### config.mk
export PLATFORM = sky130hd
export DESIGN_NAME = johnson_step_ctrl
export DESIGN_NICKNAME = d
export VERILOG_FILES = /design/src/rtl/johnson_step_ctrl.sv
export SDC_FILE = /design/constraint.sdc
export NUM_CORES = 1
export LEC_CHECK = 0
export CORE_MARGIN = 2
export CORE_UTILIZATION = 45
export DETAILED_ROUTE_END_ITERATION = 7
export PLACE_DENSITY = 0.67
export SYNTH_ARGS = -nofsm -noshare
export SYNTH_HDL_FRONTEND = slang
export SYNTH_SLANG_ARGS = --single-unit
### constraint.sdc
create_clock -name clk -period 4.3 [get_ports clk]
set_input_delay 0.86 -clock clk [delete_from_list [all_inputs] [get_ports clk]]
set_output_delay 0.86 -clock clk [all_outputs]
set_load 0.02 [all_outputs]
### src/rtl/johnson_step_ctrl.sv
// johnson_step_ctrl
// Front-end control for the 4-bit Johnson LED counter. Synchronizes and
// debounces the raw run/pause switch and step button, then produces a
// one-cycle step_en advance pulse (prescaled in RUN, one per press in PAUSE)
// and a one-cycle clear pulse after reset.
//
// Optional feature macro: STEP_CTRL_HOLD_CLEAR_EN
//   When defined, holding the debounced button for 4*DIV cycles issues one
//   extra clear pulse per press. When undefined, clear only comes from the
//   CLEAR state visited right after reset.
//
// The FSM state is exported directly on mode (00 INIT, 11 CLEAR, 01 RUN,
// 10 PAUSE) so checkers can observe it without reaching inside.
module johnson_step_ctrl #(
  parameter int DIV       = 25_000_000,
  parameter int DB_CYCLES = 500_000
) (
  input  logic       clk,
  input  logic       reset,
  input  logic       sw_control,
  input  logic       btn_step,
  output logic       step_en,
  output logic       clear,
  output logic [1:0] mode
);

  localparam int PC_W  = $clog2(DIV);
  localparam int DBC_W = $clog2(DB_CYCLES + 1);

  localparam logic [PC_W-1:0]  PC_LAST = PC_W'(DIV - 1);
  localparam logic [DBC_W-1:0] DB_LAST = DBC_W'(DB_CYCLES - 1);

  typedef enum logic [1:0] {
    ST_INIT  = 2'b00,
    ST_RUN   = 2'b01,
    ST_PAUSE = 2'b10,
    ST_CLEAR = 2'b11
  } state_t;

  state_t           state;
  logic             sw_meta;
  logic             s_sw;
  logic             btn_meta;
  logic             s_btn;
  logic             db_sw;
  logic             db_btn;
  logic [DBC_W-1:0] dbc_sw;
  logic [DBC_W-1:0] dbc_btn;
  logic             db_btn_q;
  logic [PC_W-1:0]  pc;
  logic             step_q;
  logic             hold_clr;
  logic             tick;
  logic             btn_rise;

  assign tick     = (state == ST_RUN) && (pc == PC_LAST);
  assign btn_rise = db_btn && !db_btn_q;
  assign clear    = (state == ST_CLEAR) || hold_clr;
  // A step that coincides with a clear is dropped, never deferred.
  assign step_en  = step_q && !clear;
  assign mode     = state;

  // Two-flop synchronizers for both raw asynchronous inputs.
  always_ff @(posedge clk) begin
    if (reset) begin
      sw_meta  <= 1'b0;
      s_sw     <= 1'b0;
      btn_meta <= 1'b0;
      s_btn    <= 1'b0;
    end else begin
      sw_meta  <= sw_control;
      s_sw     <= sw_meta;
      btn_meta <= btn_step;
      s_btn    <= btn_meta;
    end
  end

  // Switch debouncer: accept a new level only after DB_CYCLES stable cycles.
  always_ff @(posedge clk) begin
    if (reset) begin
      db_sw  <= 1'b0;
      dbc_sw <= '0;
    end else if (s_sw != db_sw) begin
      if (dbc_sw == DB_LAST) begin
        db_sw  <= s_sw;
        dbc_sw <= '0;
      end else begin
        dbc_sw <= dbc_sw + 1'b1;
      end
    end else begin
      dbc_sw <= '0;
    end
  end

  // Button debouncer: same filter as the switch.
  always_ff @(posedge clk) begin
    if (reset) begin
      db_btn  <= 1'b0;
      dbc_btn <= '0;
    end else if (s_btn != db_btn) begin
      if (dbc_btn == DB_LAST) begin
        db_btn  <= s_btn;
        dbc_btn <= '0;
      end else begin
        dbc_btn <= dbc_btn + 1'b1;
      end
    end else begin
      dbc_btn <= '0;
    end
  end

`ifdef STEP_CTRL_HOLD_CLEAR_EN
  localparam int HC_W = $clog2(4 * DIV + 1);
  localparam logic [HC_W-1:0] HOLD_LAST = HC_W'(4 * DIV - 1);
  localparam logic [HC_W-1:0] HOLD_SAT  = HC_W'(4 * DIV);

  logic [HC_W-1:0] hc;

  // Long-press detector: one clear pulse per press, counter parks at
  // HOLD_SAT until the button is released.
  always_ff @(posedge clk) begin
    if (reset) begin
      hc       <= '0;
      hold_clr <= 1'b0;
    end else begin
      hold_clr <= 1'b0;
      if (!db_btn) begin
        hc <= '0;
      end else if ((state != ST_INIT) && (hc != HOLD_SAT)) begin
        hc <= hc + 1'b1;
        if (hc == HOLD_LAST) hold_clr <= 1'b1;
      end
    end
  end
`else
  assign hold_clr = 1'b0;
`endif

  // Prescaler: free-runs only in RUN; any other state or a clear restarts it.
  always_ff @(posedge clk) begin
    if (reset) begin
      pc <= '0;
    end else if ((state != ST_RUN) || hold_clr) begin
      pc <= '0;
    end else if (pc == PC_LAST) begin
      pc <= '0;
    end else begin
      pc <= pc + 1'b1;
    end
  end

  // Control FSM with registered step request.
  always_ff @(posedge clk) begin
    if (reset) begin
      state    <= ST_INIT;
      step_q   <= 1'b0;
      db_btn_q <= 1'b0;
    end else begin
      db_btn_q <= db_btn;
      step_q   <= 1'b0;
      case (state)
        ST_INIT: begin
          state <= ST_CLEAR;
        end
        ST_CLEAR: begin
          state <= db_sw ? ST_RUN : ST_PAUSE;
        end
        ST_RUN: begin
          step_q <= tick && !clear;
          if (!db_sw) state <= ST_PAUSE;
        end
        ST_PAUSE: begin
          step_q <= btn_rise && !clear;
          if (db_sw) state <= ST_RUN;
        end
        default: begin
          state <= ST_INIT;
        end
      endcase
    end
  end

endmodule

## Word level (Yosys, flattened, before mapping)

Index checks and enable logic that the tools add are counted.

| cells by class | value |
|---|---|
| reductions and logical operators | 14 |
| eq/ne operators | 11 |
| $add $sub $neg | 3 |
| bitwise operators | 2 |
| multiplexer cells | 5 |

Operator list:

| kind | count |
|---|---|
| 19-bit by 1-bit adder with 19-bit output (second input constant) | 2 |
| 19-bit == test (second input constant) | 2 |
| 25-bit by 1-bit adder with 25-bit output (second input constant) | 1 |
| 25-bit == test (second input constant) | 1 |
| 3-bit OR reduction | 3 |
| 2-bit one-hot mux with 4 select lines | 1 |
| 2-bit 2-to-1 mux | 3 |
| 2-bit AND reduction | 3 |
| 1-bit logical AND | 5 |
| 2-bit == test (second input constant) | 2 |
| 2-bit != test (second input constant) | 2 |
| 2-bit by 1-bit == test with 1-bit output (second input constant) | 1 |
| 1-bit zero test | 2 |
| 2-bit zero test | 1 |
| 1-bit != test | 2 |
| 2-bit by 1-bit != test with 1-bit output (second input constant) | 1 |
| 1-bit inverter | 2 |
| 1-bit one-hot mux with 2 select lines | 1 |

| word-level totals | value |
|---|---|
| output and inout bits | 4 |
| word-level logic and storage cells | 47 |
| register bits | 73 |

## Longest topological paths before layout

| logic depth | value |
|---|---|
| depth in word-level cells | 4 |
| gate-level depth with buffers | 7 |
| mapped depth without buffers | 6 |

## Worst setup path before layout

OpenSTA, ideal clock, no wires.

| timing | value |
|---|---|
| path kind | register to output |
| from | reg state[0] (netlist: mode[0]) |
| to | out step_en |
| data arrival time | 1098 ps |
| slack | 2342 ps |
| buffers on the path | 0 |
| stages on the path, launching flop included | 3 |
| path through | dfxtp_1 -> ha_1 -> nor2b_1 |

| on the way | value |
|---|---|
| longest elaborated chain between the ends | 3 |

Ends and longest elaborated chain:

| item | RTL line | source |
|---|---|---|
| start, declared | 40 | `state_t state;` |
| start signal, assigned | 166 | `state <= db_sw ? ST_RUN : ST_PAUSE;` |
| 2-bit == test | 58 | `assign clear = (state == ST_CLEAR) \|\| hold_clr;` |
| net clear | 23 | `output logic clear,` |
| 1-bit zero test | 60 | `assign step_en = step_q && !clear;` |
| 1-bit logical AND | 60 |  |
| end, declared | 22 | `output logic step_en,` |

The timed path passes the listed nets, and every way through them passes these cells.

## Worst setup path in the final report

| timing | value |
|---|---|
| from | reg state[0] (netlist: mode[0]) |
| to | out step_en |

| on the way | value |
|---|---|
| longest elaborated chain between the ends | 3 |

Ends and longest elaborated chain:

| item | RTL line |
|---|---|
| 2-bit == test | 58 |
| 1-bit zero test | 60 |
| 1-bit logical AND | 60 |

No other way between the ends.

==> results by group <==
Power and ir drop
  • Power Density: about 370 nW/µm²
  • Psw: ~350 µW
  • Flop pwr share: 0.512
  • Clk network pwr share: 0.395
  • Sw frac: 0.256
  • P_leak: 0.00106 µW
  • Peak supply drop: 184 µV
  • Logic gate share of total power: 0.093
  • Design Power: 1380 µW
  • Pint: 1030 µW

Critical path
  • Critical path class: register to output port
  • Buf/Inv on CP: 1
  • Cell family with most CP delay: buffers and inverters
  • Cell count along the critical path: 3
  • CP max-delay cell: clkdlybuf4s50_1
  • CP Cell Sequence: ha_1, nor2b_1, clkdlybuf4s50_1
  • CP Launch Type: register
  • Crit Path Max Fanout: 6
  • CP Capture Type: output port
  • CP arrival: about 1.7 ns
  • CP Data Required Time: roughly 3.4 ns
  • Worst reg-to-reg path cell count: 4
  • Slowest stage delay, CP: 0.60 ns

Timing
  • Final Critical Period: approximately 2.6 ns
  • Measured slew at the worst slew-check pin: between 0.6 and 0.7 ns
  • Final setup fails: 0
  • Final hold viol count: 0
  • Clock Skew: approximately 0.012 ns
  • Worst setup margin: 1.70 ns
  • Fin crit share: 0.605
  • RSZ-0062 raised after global routing: false
  • Fmax: 384 MHz
  • TNS Setup: 0 ns
  • Slew HR: 0.533
  • Slew Limit Fails: 0

Clock tree
  • CTS resizes: 0
  • Worst skew pair latency: approximately 0.34 ns
  • CTS tree: yes
  • CTS Buffer Depth: 2
  • Worst-path clk slew: around 0.080 ns
  • H-tree level count: 3
  • CTS root buf: clkbuf_8
  • Clock buffer count from CTS: 9
  • # clock sinks: 73
  • Post-CTS Setup Inserts: 0
  • # hold bufs at CTS: 0

Detailed routing
  • DRC violations left: 0
  • Final antenna-violating net count: 0
  • DRT iter0 DRCs: 97
  • Via Count: roughly 2700
  • Router iterations before antenna repair: 4
  • Final WL: 6060 µm
  • Number of vias per cell: roughly 5.4
  • Routed wire per std cell: approximately 12 µm

Placed design
  • Global placement routability congestion: 0.827
  • # placed instances: 481
  • Port Buffer Count: 7
  • Place WS: 1.80 ns
  • Placement Cell Area: between 3000 and 4000 µm²
  • Final HPWL from detailed placement: slightly above 4000 µm

Floorplanning
  • Die Ht: 90.7 µm
  • Boundary Pins: 8
  • Site row count: 31
  • Core area: 7250 µm²
  • Die Width: 90.7 µm
  • Die ar.: 8220 µm²
  • Initial core utilization: 0.466

Yosys
  • Number of flops mapped to enable cells by yosys: 0
  • Mapped Nets: 399
  • Mapped cell area: 3380 µm²
  • Top cells by count, synth: dfxtp_1 (73), nor2_1 (57), xnor2_1 (24)
  • Synth area leader: dfxtp_1
  • Area contributors post-synth: dfxtp_1 (43%), nor2_1 (6.3%), xnor2_1 (6.2%), xor2_1 (4.7%), nand4_1 (3.5%)
  • Register area share after synthesis: 0.432
  • Post-synth top area share: 0.432
  • Distinct cells, synth: 40
  • Most frequent cell after synthesis: dfxtp_1
  • Top FF cell, synth: dfxtp_1
  • Yosys reg bits: 73
  • Synthesized area per cell: 8.71 µm²
  • Cells after Synth: 388
  • Synth Warn #: 0
  • Asr flop ratio synth: 0

Global route
  • First-pass GRT wire length: 10700 µm
  • Vias in the first global route: ~2400
  • Gr ovfl total: 0
  • Total track usage: 0.158
  • Initial antenna violation count: 0
  • Largest net degree at the start of global routing: 25

Run
  • Max-Cap Viols: 0

Cells and area
  • Layout cells sized above 1: 0.0628
  • Fin nets: 404
  • Layout Cells excl Fill: 497
  • Area Growth Syn to Fin: 9.55%
  • Finished Cell Area: about 3700 µm²
  • N_diodes: 0

Hold path
  • Hold Path Stages: 1
  • Hold WC Path Type: register to register

Run status
  • Status: finished, final reports clean
metrics by stage:
step	util	hold WS (ns)
after floorplan	-	0.414
after global placement	0.482	0.422
after detailed placement	0.482	0.426
after CTS	0.510	0.447
after global routing	0.510	0.462
final	0.510	0.442
cells in the final DEF, fill, tap and decap left out, types with 2 or more instances in the layout:
| cell | count |
|---|---|
| xor2_1 | 18 |
| nand2_1 | 21 |
| inv_1 | 12 |
| or4_1 | 8 |
| xnor2_1 | 24 |
| nand4_1 | 19 |
| nand4_2 | 2 |
| a21oi_1 | 22 |
| and4_2 | 2 |
| nor2b_1 | 7 |
| and4_1 | 7 |
| nor4b_1 | 3 |
| nand3_1 | 21 |
| clkinvlp_4 | 3 |
| clkbuf_8 | 10 |
| ha_1 | 7 |
| or3_1 | 15 |
| clkdlybuf4s50_1 | 7 |
| nor2_1 | 57 |
| nand2b_1 | 3 |
| o31ai_1 | 7 |
| nor3_1 | 6 |
| or4b_1 | 2 |
| o21bai_2 | 2 |
| o21ai_0 | 13 |
| nor4_1 | 12 |
| dfxtp_1 | 73 |
state kept, by name (all words and copies together), names as in the netlist:
register,count
db_btn,1
pc,25
s_sw,1
mode,2
btn_meta,1
db_btn_q,1
db_sw,1
step_q,1
dbc_btn,19
sw_meta,1
dbc_sw,19
s_btn,1
area by class of cell:
class	instances	area, µm²
sequential	73	1460
multi-input combinational	290	1800
tap	99	124
clock inverter	6	66.3
inverter	12	45.0
clock buffer	10	138
timing repair buffer	7	70.1
fill	689	3550
layer usage:
metal / track usage / vias to the layer above / routed length, µm
met1: 0.199 / 1223 / 2900
met2: 0.254 / 53 / 2800
met5: 0 / - / 0
li1: - / 1397 / -
met3: 0.0526 / 10 / 245
met4: 0.0538 / 0 / 110
power groups by stage:
stage               clock network [µW]  registers, µW  logic (µW)
floorplan                            0            728        78.5
global placement                     0            722         128
detailed placement                   0            723         130
CTS                                563            707         131
global route                       591            710         144
finish                             545            707         129
path summary, 6_finish.rpt:
check                              start               endpoint  slack [ns]
setup / recovery    mode[0]$_SDFFE_PP0P_                step_en        1.70
hold / removal       btn_meta$_SDFF_PP0_       s_btn$_SDFF_PP0_        0.44
setup reg to reg  dbc_btn[15]$_SDFF_PP0_  dbc_btn[7]$_SDFF_PP0_        2.31
hold reg to reg      btn_meta$_SDFF_PP0_       s_btn$_SDFF_PP0_        0.44
cell families after synthesis:
logic type,synth area share
and+or+nand+nor,0.310
DFF,0.432
AOI/OAI and AO/OA,0.0844
xor gates and xnor gates,0.109
buffers and inverters,0.0355
adders and majority gates,0.0259
muxes,0.00296
Note: power is estimated with default switching activity, not from simulation.
